### src/rtl/digit_buf_pkg.sv
// Shared opcode definitions for the keypad digit buffer blocks.
package digit_buf_pkg;

    localparam int unsigned OP_W = 2;

    // Operation applied on each push-button rising edge
    typedef enum logic [OP_W-1:0] {
        OP_SHIFT_IN  = 2'b00,
        OP_BACKSPACE = 2'b01,
        OP_CLEAR     = 2'b10,
        OP_ROTATE    = 2'b11
    } op_e;

endpackage : digit_buf_pkg

### src/rtl/digit_shift_buffer_if.sv
// Bus between the debounced keypad inputs, the digit buffer and the display.
//   master: drives push_i/op_i/digit_i, observes buffer state
//   slave : the digit buffer itself
interface digit_shift_buffer_if
    import digit_buf_pkg::*;
#(
    parameter int unsigned DIGIT_W = 4,
    parameter int unsigned DEPTH   = 4
);
    localparam int unsigned CNT_W = $clog2(DEPTH + 1);

    logic                      push_i;
    op_e                       op_i;
    logic [DIGIT_W-1:0]        digit_i;
    logic [DEPTH*DIGIT_W-1:0]  data_o;
    logic [CNT_W-1:0]          count_o;
    logic                      full_o;
    logic                      empty_o;
    logic                      overflow_o;

    modport master (
        output push_i, op_i, digit_i,
        input  data_o, count_o, full_o, empty_o, overflow_o
    );

    modport slave (
        input  push_i, op_i, digit_i,
        output data_o, count_o, full_o, empty_o, overflow_o
    );

endinterface : digit_shift_buffer_if

### src/rtl/digit_shift_buffer_push_edge.sv
// Rising-edge detector for a debounced push-button level.
//   clk, rst_n : clock, synchronous active-low reset
//   push_i     : button level
//   fire_o     : one-cycle pulse on the rising edge (combinational from push_i)
module push_edge (
    input  logic clk,
    input  logic rst_n,
    input  logic push_i,
    output logic fire_o
);

    logic push_q;

    // Reset to 1 so a button held through reset release does not fire
    always_ff @(posedge clk) begin
        if (!rst_n) begin
            push_q <= 1'b1;
        end else begin
            push_q <= push_i;
        end
    end

    assign fire_o = push_i & ~push_q;

endmodule : push_edge

### src/rtl/digit_shift_buffer.sv
// Keypad digit shift buffer: one shift-in/backspace/clear/rotate per button
// press, with valid-digit count and overflow pulse.
//   clk, rst_n : clock, synchronous active-low reset
//   bus        : slave side of digit_shift_buffer_if
//                (push_i, op_i, digit_i in; data_o, count_o, full_o,
//                 empty_o, overflow_o out). Slot 0 is data_o[DIGIT_W-1:0].
module digit_shift_buffer
    import digit_buf_pkg::*;
#(
    parameter int unsigned DIGIT_W = 4,
    parameter int unsigned DEPTH   = 4
) (
    input  logic           clk,
    input  logic           rst_n,
    digit_shift_buffer_if.slave bus
);

    localparam int unsigned CNT_W = $clog2(DEPTH + 1);

    logic                             fire;
    logic [DEPTH-1:0][DIGIT_W-1:0]    slots_q, slots_d;
    logic [CNT_W-1:0]                 count_q, count_d;
    logic                             overflow_q, overflow_d;
    logic                             full, empty;

    push_edge u_push_edge (
        .clk    (clk),
        .rst_n  (rst_n),
        .push_i (bus.push_i),
        .fire_o (fire)
    );

    assign full  = (count_q == CNT_W'(DEPTH));
    assign empty = (count_q == CNT_W'(0));

    // Next-state for buffer, count and overflow pulse
    always_comb begin
        slots_d    = slots_q;
        count_d    = count_q;
        overflow_d = 1'b0;
        if (fire) begin
            case (bus.op_i)
                OP_SHIFT_IN: begin
                    slots_d = {slots_q[DEPTH-2:0], bus.digit_i};
                    if (full) begin
                        overflow_d = 1'b1;
                    end else begin
                        count_d = count_q + CNT_W'(1);
                    end
                end
                OP_BACKSPACE: begin
                    // Empty buffer: nothing to remove, state untouched
                    if (!empty) begin
                        slots_d = {DIGIT_W'(0), slots_q[DEPTH-1:1]};
                        count_d = count_q - CNT_W'(1);
                    end
                end
                OP_CLEAR: begin
                    slots_d = '0;
                    count_d = '0;
                end
                OP_ROTATE: begin
                    slots_d = {slots_q[DEPTH-2:0], slots_q[DEPTH-1]};
                end
            endcase
        end
    end

    // State registers; reset overrides any push in the same cycle
    always_ff @(posedge clk) begin
        if (!rst_n) begin
            slots_q    <= '0;
            count_q    <= '0;
            overflow_q <= 1'b0;
        end else begin
            slots_q    <= slots_d;
            count_q    <= count_d;
            overflow_q <= overflow_d;
        end
    end

    assign bus.data_o     = slots_q;
    assign bus.count_o    = count_q;
    assign bus.overflow_o = overflow_q;
    assign bus.full_o     = full;
    assign bus.empty_o    = empty;

endmodule : digit_shift_buffer
### src/flat_wrapper.sv
// flat-port wrapper written by rule: the top's interface ports become plain ports
module digit_shift_buffer_flat import digit_buf_pkg::*;
#(
    parameter int unsigned DIGIT_W = 4,
    parameter int unsigned DEPTH   = 4
)
  (clk, rst_n, bus_push_i, bus_op_i, bus_digit_i, bus_data_o, bus_count_o, bus_full_o, bus_empty_o, bus_overflow_o);
  digit_shift_buffer_if #(.DIGIT_W(DIGIT_W), .DEPTH(DEPTH)) bus_i ();
  input  logic clk;
  input  logic rst_n;
  input wire logic [$bits(bus_i.push_i)-1:0] bus_push_i;
  input wire logic [$bits(bus_i.op_i)-1:0] bus_op_i;
  input wire logic [$bits(bus_i.digit_i)-1:0] bus_digit_i;
  output wire logic [$bits(bus_i.data_o)-1:0] bus_data_o;
  output wire logic [$bits(bus_i.count_o)-1:0] bus_count_o;
  output wire logic [$bits(bus_i.full_o)-1:0] bus_full_o;
  output wire logic [$bits(bus_i.empty_o)-1:0] bus_empty_o;
  output wire logic [$bits(bus_i.overflow_o)-1:0] bus_overflow_o;
  assign bus_i.push_i = bus_push_i;
  assign bus_i.op_i = bus_op_i;
  assign bus_i.digit_i = bus_digit_i;
  assign bus_data_o = bus_i.data_o;
  assign bus_count_o = bus_i.count_o;
  assign bus_full_o = bus_i.full_o;
  assign bus_empty_o = bus_i.empty_o;
  assign bus_overflow_o = bus_i.overflow_o;
  digit_shift_buffer #(.DIGIT_W(DIGIT_W), .DEPTH(DEPTH)) u_core (.clk(clk), .rst_n(rst_n), .bus(bus_i));
endmodule
### config.mk
export PLATFORM = sky130hd
export DESIGN_NAME = digit_shift_buffer_flat
export DESIGN_NICKNAME = d
export VERILOG_FILES = /design/src/rtl/digit_buf_pkg.sv /design/src/rtl/digit_shift_buffer_if.sv /design/src/rtl/digit_shift_buffer_push_edge.sv /design/src/rtl/digit_shift_buffer.sv /design/src/flat_wrapper.sv
export SDC_FILE = /design/constraint.sdc
export NUM_CORES = 1
export LEC_CHECK = 0
export CORE_ASPECT_RATIO = 0.75
export CORE_UTILIZATION = 45
export DETAILED_ROUTE_END_ITERATION = 8
export GPL_TIMING_DRIVEN = 1
export PLACE_DENSITY = 0.79
export SYNTH_ARGS = -nofsm -noshare
export SYNTH_HDL_FRONTEND = slang
export SYNTH_HIERARCHICAL = 1
export SYNTH_SLANG_ARGS = --single-unit
### constraint.sdc
create_clock -name clk -period 4.4 [get_ports clk]
set_clock_uncertainty 0.05 [all_clocks]
set_input_delay 0.88 -clock clk [delete_from_list [all_inputs] [get_ports clk]]
set_output_delay 0.88 -clock clk [all_outputs]
set_load 0.01 [all_outputs]
-- After elaboration in Yosys (flattened, before gate mapping)
Index checks and enable logic that the tools add are counted.
- bits in registers: 21
- input port bits: 9
- add/sub/neg operators: 2
- equal/unequal tests: 6
- muxes and demuxes: 6
- bitwise logic cells: 2
- reduce and logical (&&, ||, !) cells: 6
- operators by type and width (kind ; count):
    16-bit one-hot mux with 4 select lines ; 1
    16-bit 2-to-1 mux ; 1
    3-bit one-hot mux with 3 select lines ; 1
    3-bit 2-to-1 mux ; 2
    2-bit == test (second input constant) ; 2
    2-bit != test (second input constant) ; 2
    4-bit AND reduction ; 1
    3-bit by 1-bit adder with 3-bit output (second input constant) ; 1
    3-bit == test (second input constant) ; 1
    3-bit logical NOT ; 1
    3-bit AND reduction ; 1
    3-bit nonzero test ; 1
    3-bit by 1-bit subtractor with 3-bit output (second input constant) ; 1
    2-bit by 1-bit == test with 1-bit output (second input constant) ; 1
    2-bit logical NOT ; 1
    2-bit AND reduction ; 1
    1-bit bitwise AND ; 1
    1-bit 2-to-1 mux ; 1
    1-bit inverter ; 1

-- Longest topological paths before layout
- depth after elaboration: 3
- depth in mapped cells: 8

-- Hierarchy
Netlist, hierarchy kept.
- modules (own cells, without submodules) (module ; times used ; cells an instance ; area an instance (sq um) ; sequential area each (sq um)):
    digit_shift_buffer ; 1 ; 108 ; 1072.3 ; 400.4
    push_edge ; 1 ; 3 ; 40.0 ; 20.0

-- Least setup slack after synthesis
Ideal clock, no wire load.
- kind: input -> register
- start point: in bus_op_i[0]
- end point: reg u_core.count_q[2], in the netlist u_core/bus.count_o[2]
- library setup time: 0.126 ns
- data arrival time: 1.866 ns
- path slack: 2.358 ns
- stages: 8
- cell sequence: nor2b_1 -> buf_2 -> xor2_1 -> ha_1 -> nor2_1 -> mux2i_1 -> nand4bb_1 -> nand3_1
- word-level cells in the longest chain between the ends: 3
- elaborated cells on any way between the ends: 8
- ends and longest elaborated chain (element ; line ; text):
    start, declared ; flat_wrapper.sv:12 ; input wire logic [$bits(bus_i.op_i)-1:0] bus_op_i;
    2-bit by 1-bit == test with 1-bit output (tied with other cells) ; digit_shift_buffer.sv:42 ; case (bus.op_i)
    2-bit != test (no line) or 3-bit nonzero test (tied branches) ; n/a ;
    4-bit AND reduction (no line) ; n/a ;
    end signal, assigned ; digit_shift_buffer.sv:77 ; count_q <= count_d;
    end, declared ; digit_shift_buffer.sv:22 ; logic [CNT_W-1:0] count_q, count_d;
Several ways; a longest one is shown, not always the timed one.
A chain may end at the register's enable or synchronous reset.

-- Worst setup path in the final report
Ends and elaborated chain as after synthesis.

==> summary.md <==
| Metric | Value |
|---|---|
| Post-CTS Hold Buffers | `0` |
| CP Data Required Time | `4.56 ns` |
| R2R Setup Slk | `2.76 ns` |
| Slew @ Worst Pin | `0.877 ns` |
| Syn avg cell area | `10.0 um2` |
| # placed instances | `165` |
| Average vias per placed instance | `5.49` |
| CP max FO | `14` |
| FF+latch count, synth | `21` |
| # clock sinks | `21` |
| Min-delay src | `u_core/bus.data_o[0]$_SDFFE_PN0P_` |
| Die Height | `45.1 um` |
| CTS tree | `built` |
| Routed via count | `928` |
| Clock Power Share | `26.4%` |
| Fin crit share | `61.9%` |
| Hold Path Class | `flip-flop to flip-flop` |
| Worst r2r dst | `u_core/bus.data_o[12]$_SDFFE_PN0P_` |
| CP endpoint | `u_core/bus.count_o[2]$_SDFFE_PN0P_` |
| Post-Route Setup TNS | `0 ns` |
| Final Max Tran Viols | `0` |
| Worst skew pair latency | `0.31 ns` |
| CTS clk-pin slew, worst paths | `0.13 ns` |
| Initial core utilization | `48.2%` |
| Sw power | `0.0000931 W` |
| Post-CTS Resized | `0` |
| Hold path depth | `1` |
| Die ar. | `2680 um2` |
| Drt first pass iters | `4` |
| Number of global-route vias before repair | `859` |
| CP startpoint | `bus_op_i[0]` |
| Worst EP arrival | `2.89 ns` |
| TritonCTS Buffers | `3` |
| Switching share of power | `26.3%` |
| # DRC | `0` |
| Largest net degree at the start of global routing | `33` |
| Finished Layout Cells | `169` |
| Area Growth Syn to Fin | `26.3%` |
| # setup viols final | `0` |
| Share of layout cells above drive strength 1 | `5.93%` |
| F_max | `0.367 GHz` |
| # rows | `15` |
| WS Path Type | `input pin to flip-flop` |
| Clk buf depth | `2` |
| CP startpoint kind | `input pin` |
| Minimum clock period | `2.72 ns` |
| Most frequent cells in the layout | `30 x clkdlybuf4s50_1, 21 x dfxtp_1, 13 x o211a_1, 10 x nand2_1, 9 x a22oi_1` |
| Internal power | `0.000261 W` |
| Leak Pwr | `0.668 nW` |
| Die width | `59.4 um` |
| Overflow after GRT | `0` |
| Crit. End Element | `flip-flop` |
| Pwr dens | `252 nW/um2` |
| Netlist cell types | `32` |
| Synth warn | `6` |
| Commonest non-fill, non-tap cell in the layout | `clkdlybuf4s50_1` |
| NumNets Final | `146` |
| Fin. Hold Viols | `0` |
| Comb power frac | `16.3%` |
| Post-Route WL | `2250 um` |
| # fillers | `202` |
| Core Box Area | `2310 um2` |
| Post-synth net total | `121` |
| I/O Buffers | `30` |
| Startpoint of the worst register-to-register path | `u_core/bus.count_o[2]$_SDFFE_PN0P_` |
| Max IR drop VDD | `0.137 mV` |
| IO Pins | `31` |
| Final estimated routing congestion in global placement | `0.793` |
| DR iter-0 viols | `43` |
| Post-CTS Setup Repair Bufs | `0` |
| Initial antenna violation count | `0` |
| Synth Instances | `111` |
| Final ANT Viol Nets | `0` |
| WL per Instance | `13.3 um` |
| Antenna cell count | `0` |
| Mapped Area | `1110 um2` |
| Sequential power share | `57.3%` |
| Clock Root Buffer | `clkbuf_4` |
| Status | `complete, no violations` |
| Rel. slew slack | `41.1%` |
| Hpwl dp | `1540 um` |
| GRT Total Usage | `18.9%` |
| RSZ-0062 raised after global routing | `no` |
| Max cap viols | `0` |
| R2R depth | `4` |
| H-tree depth | `1` |
| Seq/Total Area, Yosys | `37.8%` |
| First-pass GRT wire length | `3800 um` |
-- through the flow --
step / instance area [um2] / hold WS, ns / utilization (%) / power [W] / setup WS (ns)
6_report: 1410 / 0.494 / 60.9 / 0.000354 / 1.68
5_1_grt: 1410 / 0.529 / 60.9 / 0.000371 / 1.52
4_1_cts: 1410 / 0.499 / 60.9 / 0.000355 / 1.68
3_5_place_dp: 1380 / 0.469 / 59.7 / 0.000264 / 1.35
3_3_place_gp: 1380 / 0.464 / 59.7 / 0.000263 / 1.41
2_1_floorplan: 1110 / 0.509 / - / 0.000241 / 2.36
-- state kept, by name, indices dropped and copies added, names as in the netlist --
name and flops:
u_core/bus.data_o 16, u_core/bus.count_o 3, u_core/bus.overflow_o 1, u_core/u_push_edge/push_q 1
-- cell families after synthesis --
logic type      synth area share, %
simple gates                   19.6
compound gates                 26.7
flops                          37.8
buf+inv                        7.99
mux                            4.50
xor+xnor                       2.36
fa+ha+maj                      1.12
-- cell usage after synthesis --
| cell | instances | area [um2] |
|---|---|---|
| dfxtp_1 | 21 | 420 |
| ha_1 | 1 | 12.5 |
| nand2_1 | 10 | 37.5 |
| nor2b_4 | 1 | 13.8 |
| nand4_1 | 1 | 6.26 |
| nor2b_1 | 2 | 12.5 |
| xnor2_1 | 2 | 17.5 |
| nand2b_1 | 1 | 6.26 |
| o311a_1 | 1 | 10.0 |
| clkbuf_1 | 4 | 15.0 |
| buf_6 | 2 | 22.5 |
| and4_1 | 1 | 8.76 |
| buf_4 | 1 | 7.51 |
| nor3b_1 | 1 | 7.51 |
| and3_1 | 4 | 25.0 |
| nand4bb_1 | 1 | 11.3 |
| nand2b_4 | 1 | 13.8 |
| nor3_1 | 1 | 5.00 |
| o211ai_1 | 5 | 37.5 |
| o21a_1 | 4 | 30.0 |
| buf_2 | 2 | 10.0 |
| a22oi_1 | 9 | 67.6 |
| nor2_1 | 1 | 3.75 |
| mux2i_1 | 5 | 50.1 |
| inv_1 | 1 | 3.75 |
| and2b_1 | 4 | 30.0 |
| xor2_1 | 1 | 8.76 |
| o41a_4 | 1 | 21.3 |
| nor4_1 | 1 | 6.26 |
| nand3_1 | 6 | 30.0 |
| o211a_1 | 13 | 130 |
| buf_8 | 2 | 30.0 |
-- power by group through the flow --
stage          registers, W   logic, W  clock network [W]
3_5_place_dp       0.000207  0.0000572                  0
3_3_place_gp       0.000207  0.0000562                  0
6_report           0.000203  0.0000575          0.0000935
5_1_grt            0.000204  0.0000627           0.000105
2_1_floorplan      0.000208  0.0000326                  0
4_1_cts            0.000203  0.0000575          0.0000944
-- critical path: stages --
cell             delay (ns)
clkdlybuf4s50_1        0.88
nor2b_1                0.29
xor2_1                 0.17
ha_1                   0.19
nor2_1                 0.05
mux2i_1                0.18
nand4bb_1              0.15
nand3_1                0.09
-- how the worst min path moves through the flow --
stage | to
after floorplan | u_core/bus.data_o[0]$_SDFFE_PN0P_
after global placement | u_core/bus.data_o[2]$_SDFFE_PN0P_
after detailed placement | u_core/bus.data_o[2]$_SDFFE_PN0P_
after CTS | u_core/bus.data_o[2]$_SDFFE_PN0P_
after global routing | u_core/bus.data_o[3]$_SDFFE_PN0P_
final | u_core/bus.data_o[0]$_SDFFE_PN0P_
-- layer usage --
metal	share of wire, %	routed length [um]	track usage (%)
met2	44	983	30.1
met1	51	1140	25.9
met5	0	0	0
met3	5.4	122	6.30
met4	0	0	1.43
-- final cells by class --
type | instances | area [um2] | share of cell area [%]
Multi-Input combinational cell | 78 | 603 | 42.9
Sequential cell | 21 | 420 | 29.9
Timing Repair Buffer | 31 | 308 | 21.9
Tap cell | 34 | 42.5 | 3.03
Clock buffer | 3 | 22.5 | 1.60
Clock inverter | 1 | 5.00 | 0.356
Inverter | 1 | 3.75 | 0.267
No activity file was read; power rests on OpenSTA's default activity.
==> edit, RTL diff (config.mk and constraints unchanged) <==
`DIGIT_W` is set to 4 in 3 places; all go to 6.
--- a/src/rtl/digit_shift_buffer_if.sv
+++ b/src/rtl/digit_shift_buffer_if.sv
@@ -5,5 +5,5 @@
     import digit_buf_pkg::*;
 #(
-    parameter int unsigned DIGIT_W = 4,
+    parameter int unsigned DIGIT_W = 6,
     parameter int unsigned DEPTH   = 4
 );
--- a/src/rtl/digit_shift_buffer.sv
+++ b/src/rtl/digit_shift_buffer.sv
@@ -8,5 +8,5 @@
     import digit_buf_pkg::*;
 #(
-    parameter int unsigned DIGIT_W = 4,
+    parameter int unsigned DIGIT_W = 6,
     parameter int unsigned DEPTH   = 4
 ) (
--- a/src/flat_wrapper.sv
+++ b/src/flat_wrapper.sv
@@ -2,5 +2,5 @@
 module digit_shift_buffer_flat import digit_buf_pkg::*;
 #(
-    parameter int unsigned DIGIT_W = 4,
+    parameter int unsigned DIGIT_W = 6,
     parameter int unsigned DEPTH   = 4
 )
Ports: changed (resized bus_data_o and bus_digit_i); port bits go from 31 to 41. No check against the original RTL was run, so the function may have changed too.
==> edit against the original RTL <==
- sequential cell count up 8
- clock power increased by 120%
- register-to-register slack got worse by 0.05 ns
- power increased by 66%
- die area rose by 33%
- routed wire length increased by 56%
- design area is 38% higher
- synthesized area increased by 34%
- non-clock buffer count is 10 higher
- combinational power up 67%
- setup slack got worse by 0.35 ns
- worst hold slack got worse by 0.045 ns
- sequential power is 40% higher
- highest routed layer is now met4
==> edit: results (changes against the original RTL) <==
Parameter                              Value

Run status
  Status    finished clean

Clocking
  Master cell of the clock root buffer    sky130_fd_sc_hd__clkbuf_8
  Clock insertion delay at the later pin of the skew report    0.28 ns (-0.03 ns)
  Number of levels in the clock H-tree    2 (+1)
  Clock slew seen by the registers of the worst setup and hold paths    0.06 ns (-0.07 ns)
  Cts bufs inserted    5 (+2)
  Buffer depth of the longest clock path    2 (unchanged)

Route
  Wire length on met3    183 um (+50%)
  Routed len/inst    15.0 um (+13%)
  Sum of met2 wire segment lengths after detailed routing    1.65 mm (+67%)
  Top sig layer    met4

Power and ir drop
  Standby leakage power    0.000703 uW (+5.2%)
  Internal    430 uW (+65%)

Placement
  Placed cell count    227 (+38%)
  Number of port buffers    40 (+33%)
  Cell Area, Placed    0.00186 mm2 (+35%)
  DP Worst Slack    1.01 ns (-0.333 ns)

Synthesis
  Syn nets    173 (+43%)
  Synth cell count leaders    sky130_fd_sc_hd__dfxtp_1, sky130_fd_sc_hd__nor2_1, sky130_fd_sc_hd__nor3_1
  Post-synthesis sequential area ratio    38.8% (+1.0 points)
  Count of distinct cell types in the synthesized netlist    35 (+9.4%)
  Leading cell types by total area after synthesis    sky130_fd_sc_hd__dfxtp_1, sky130_fd_sc_hd__a221oi_2, sky130_fd_sc_hd__nor2_1, sky130_fd_sc_hd__nor3_1, sky130_fd_sc_hd__mux2i_1
  Compound-Gate Fraction of Synth Area    22.3% (-4.3 points)
  XOR/XNOR share of the synthesized area    2.85% (+0.48 points)
  Share of synthesized area spent on multiplexers    4.02% (-0.48 points)

Hold path
  Hold Path Depth    2 (+1)
  Hold Startpoint    u_core/bus.data_o[23]$_SDFFE_PN0P_

Global route
  Met2 track demand over resource in global routing    35.3% (+5.2 points)
  First-pass GRT wire length    5.67 mm (+49%)
  Via count of the first global-routing pass    1236 (+44%)
  Met1 layer usage reported by global route    26.4% (+0.44 points)
  Met3 Use GR    7.68% (+1.4 points)
  Pin count of the biggest net entering global routing    28 (-15%)

Layout
  Number of filler cells placed in the layout    249 (+23%)
  NumNets Final    208 (+42%)
  Flip-flop count of the largest register, all copies and words added    24 (+8)
  Number of non-filler instances in the completed layout    235 (+39%)

Worst setup path
  Arrival time reported for the critical path endpoint    3.17 ns (+0.28 ns)
  FF-to-FF setup slack    2.71 ns (-0.05 ns)
  Maximum fanout count along the critical path    15 (+1)
  Worst r2r dst    u_core/bus.data_o[22]$_SDFFE_PN0P_
  Delay of the slowest critical-path stage    0.73 ns (-0.15 ns)
  Cell family with most CP delay    simple AND/OR/NAND/NOR gates

Timing
  Slew at the pin with the worst max-slew slack    1.04 ns (+0.163 ns)
  Post-Route Hold Slack    0.449 ns (-0.0452 ns)
-- edit: cell count changes after synthesis, moves of 5 or more --
cell	unedited run	this run
sky130_fd_sc_hd__a22oi_1	9	1
sky130_fd_sc_hd__a211oi_1	0	6
sky130_fd_sc_hd__nor2_1	1	28
sky130_fd_sc_hd__dfxtp_1	21	29
sky130_fd_sc_hd__o211ai_1	5	0
sky130_fd_sc_hd__a221oi_2	0	8
sky130_fd_sc_hd__a21oi_1	0	8
sky130_fd_sc_hd__o211a_1	13	0
sky130_fd_sc_hd__nor3_1	1	14
-- edit: layout make-up --
class	count	area [um2]	share of cell area (%)
multi-input cells	118	825	42.4
flip-flops and latches	29	581	29.9
repair buffers	41	408	21.0
clock buffers	8	80.1	4.12
well taps	38	47.5	2.45
inverters	1	3.75	0.193
-- edit: worst max path at each step --
stage / from / endpoint / slack, ns / cells after the start
3_5_place_dp: bus_op_i[1] / u_core/bus.count_o[2]$_SDFFE_PN0P_ / 1.01 / 8
6_report: bus_op_i[1] / u_core/bus.count_o[2]$_SDFFE_PN0P_ / 1.32 / 8
5_1_grt: bus_op_i[1] / u_core/bus.count_o[2]$_SDFFE_PN0P_ / 1.18 / 8
3_3_place_gp: bus_op_i[1] / u_core/bus.count_o[2]$_SDFFE_PN0P_ / 1.14 / 8
2_1_floorplan: bus_op_i[0] / u_core/bus.count_o[2]$_SDFFE_PN0P_ / 1.95 / 9
4_1_cts: bus_op_i[1] / u_core/bus.count_o[2]$_SDFFE_PN0P_ / 1.32 / 8
-- edit: power by group through the flow --
stage / Combinational [uW] / Clock, uW / Sequential, uW
finish: 96.2 / 209 / 284
CTS: 96.2 / 213 / 284
floorplan: 58.7 / 0 / 291
global route: 105 / 222 / 285
global placement: 93.6 / 0 / 289
detailed placement: 95.6 / 0 / 289
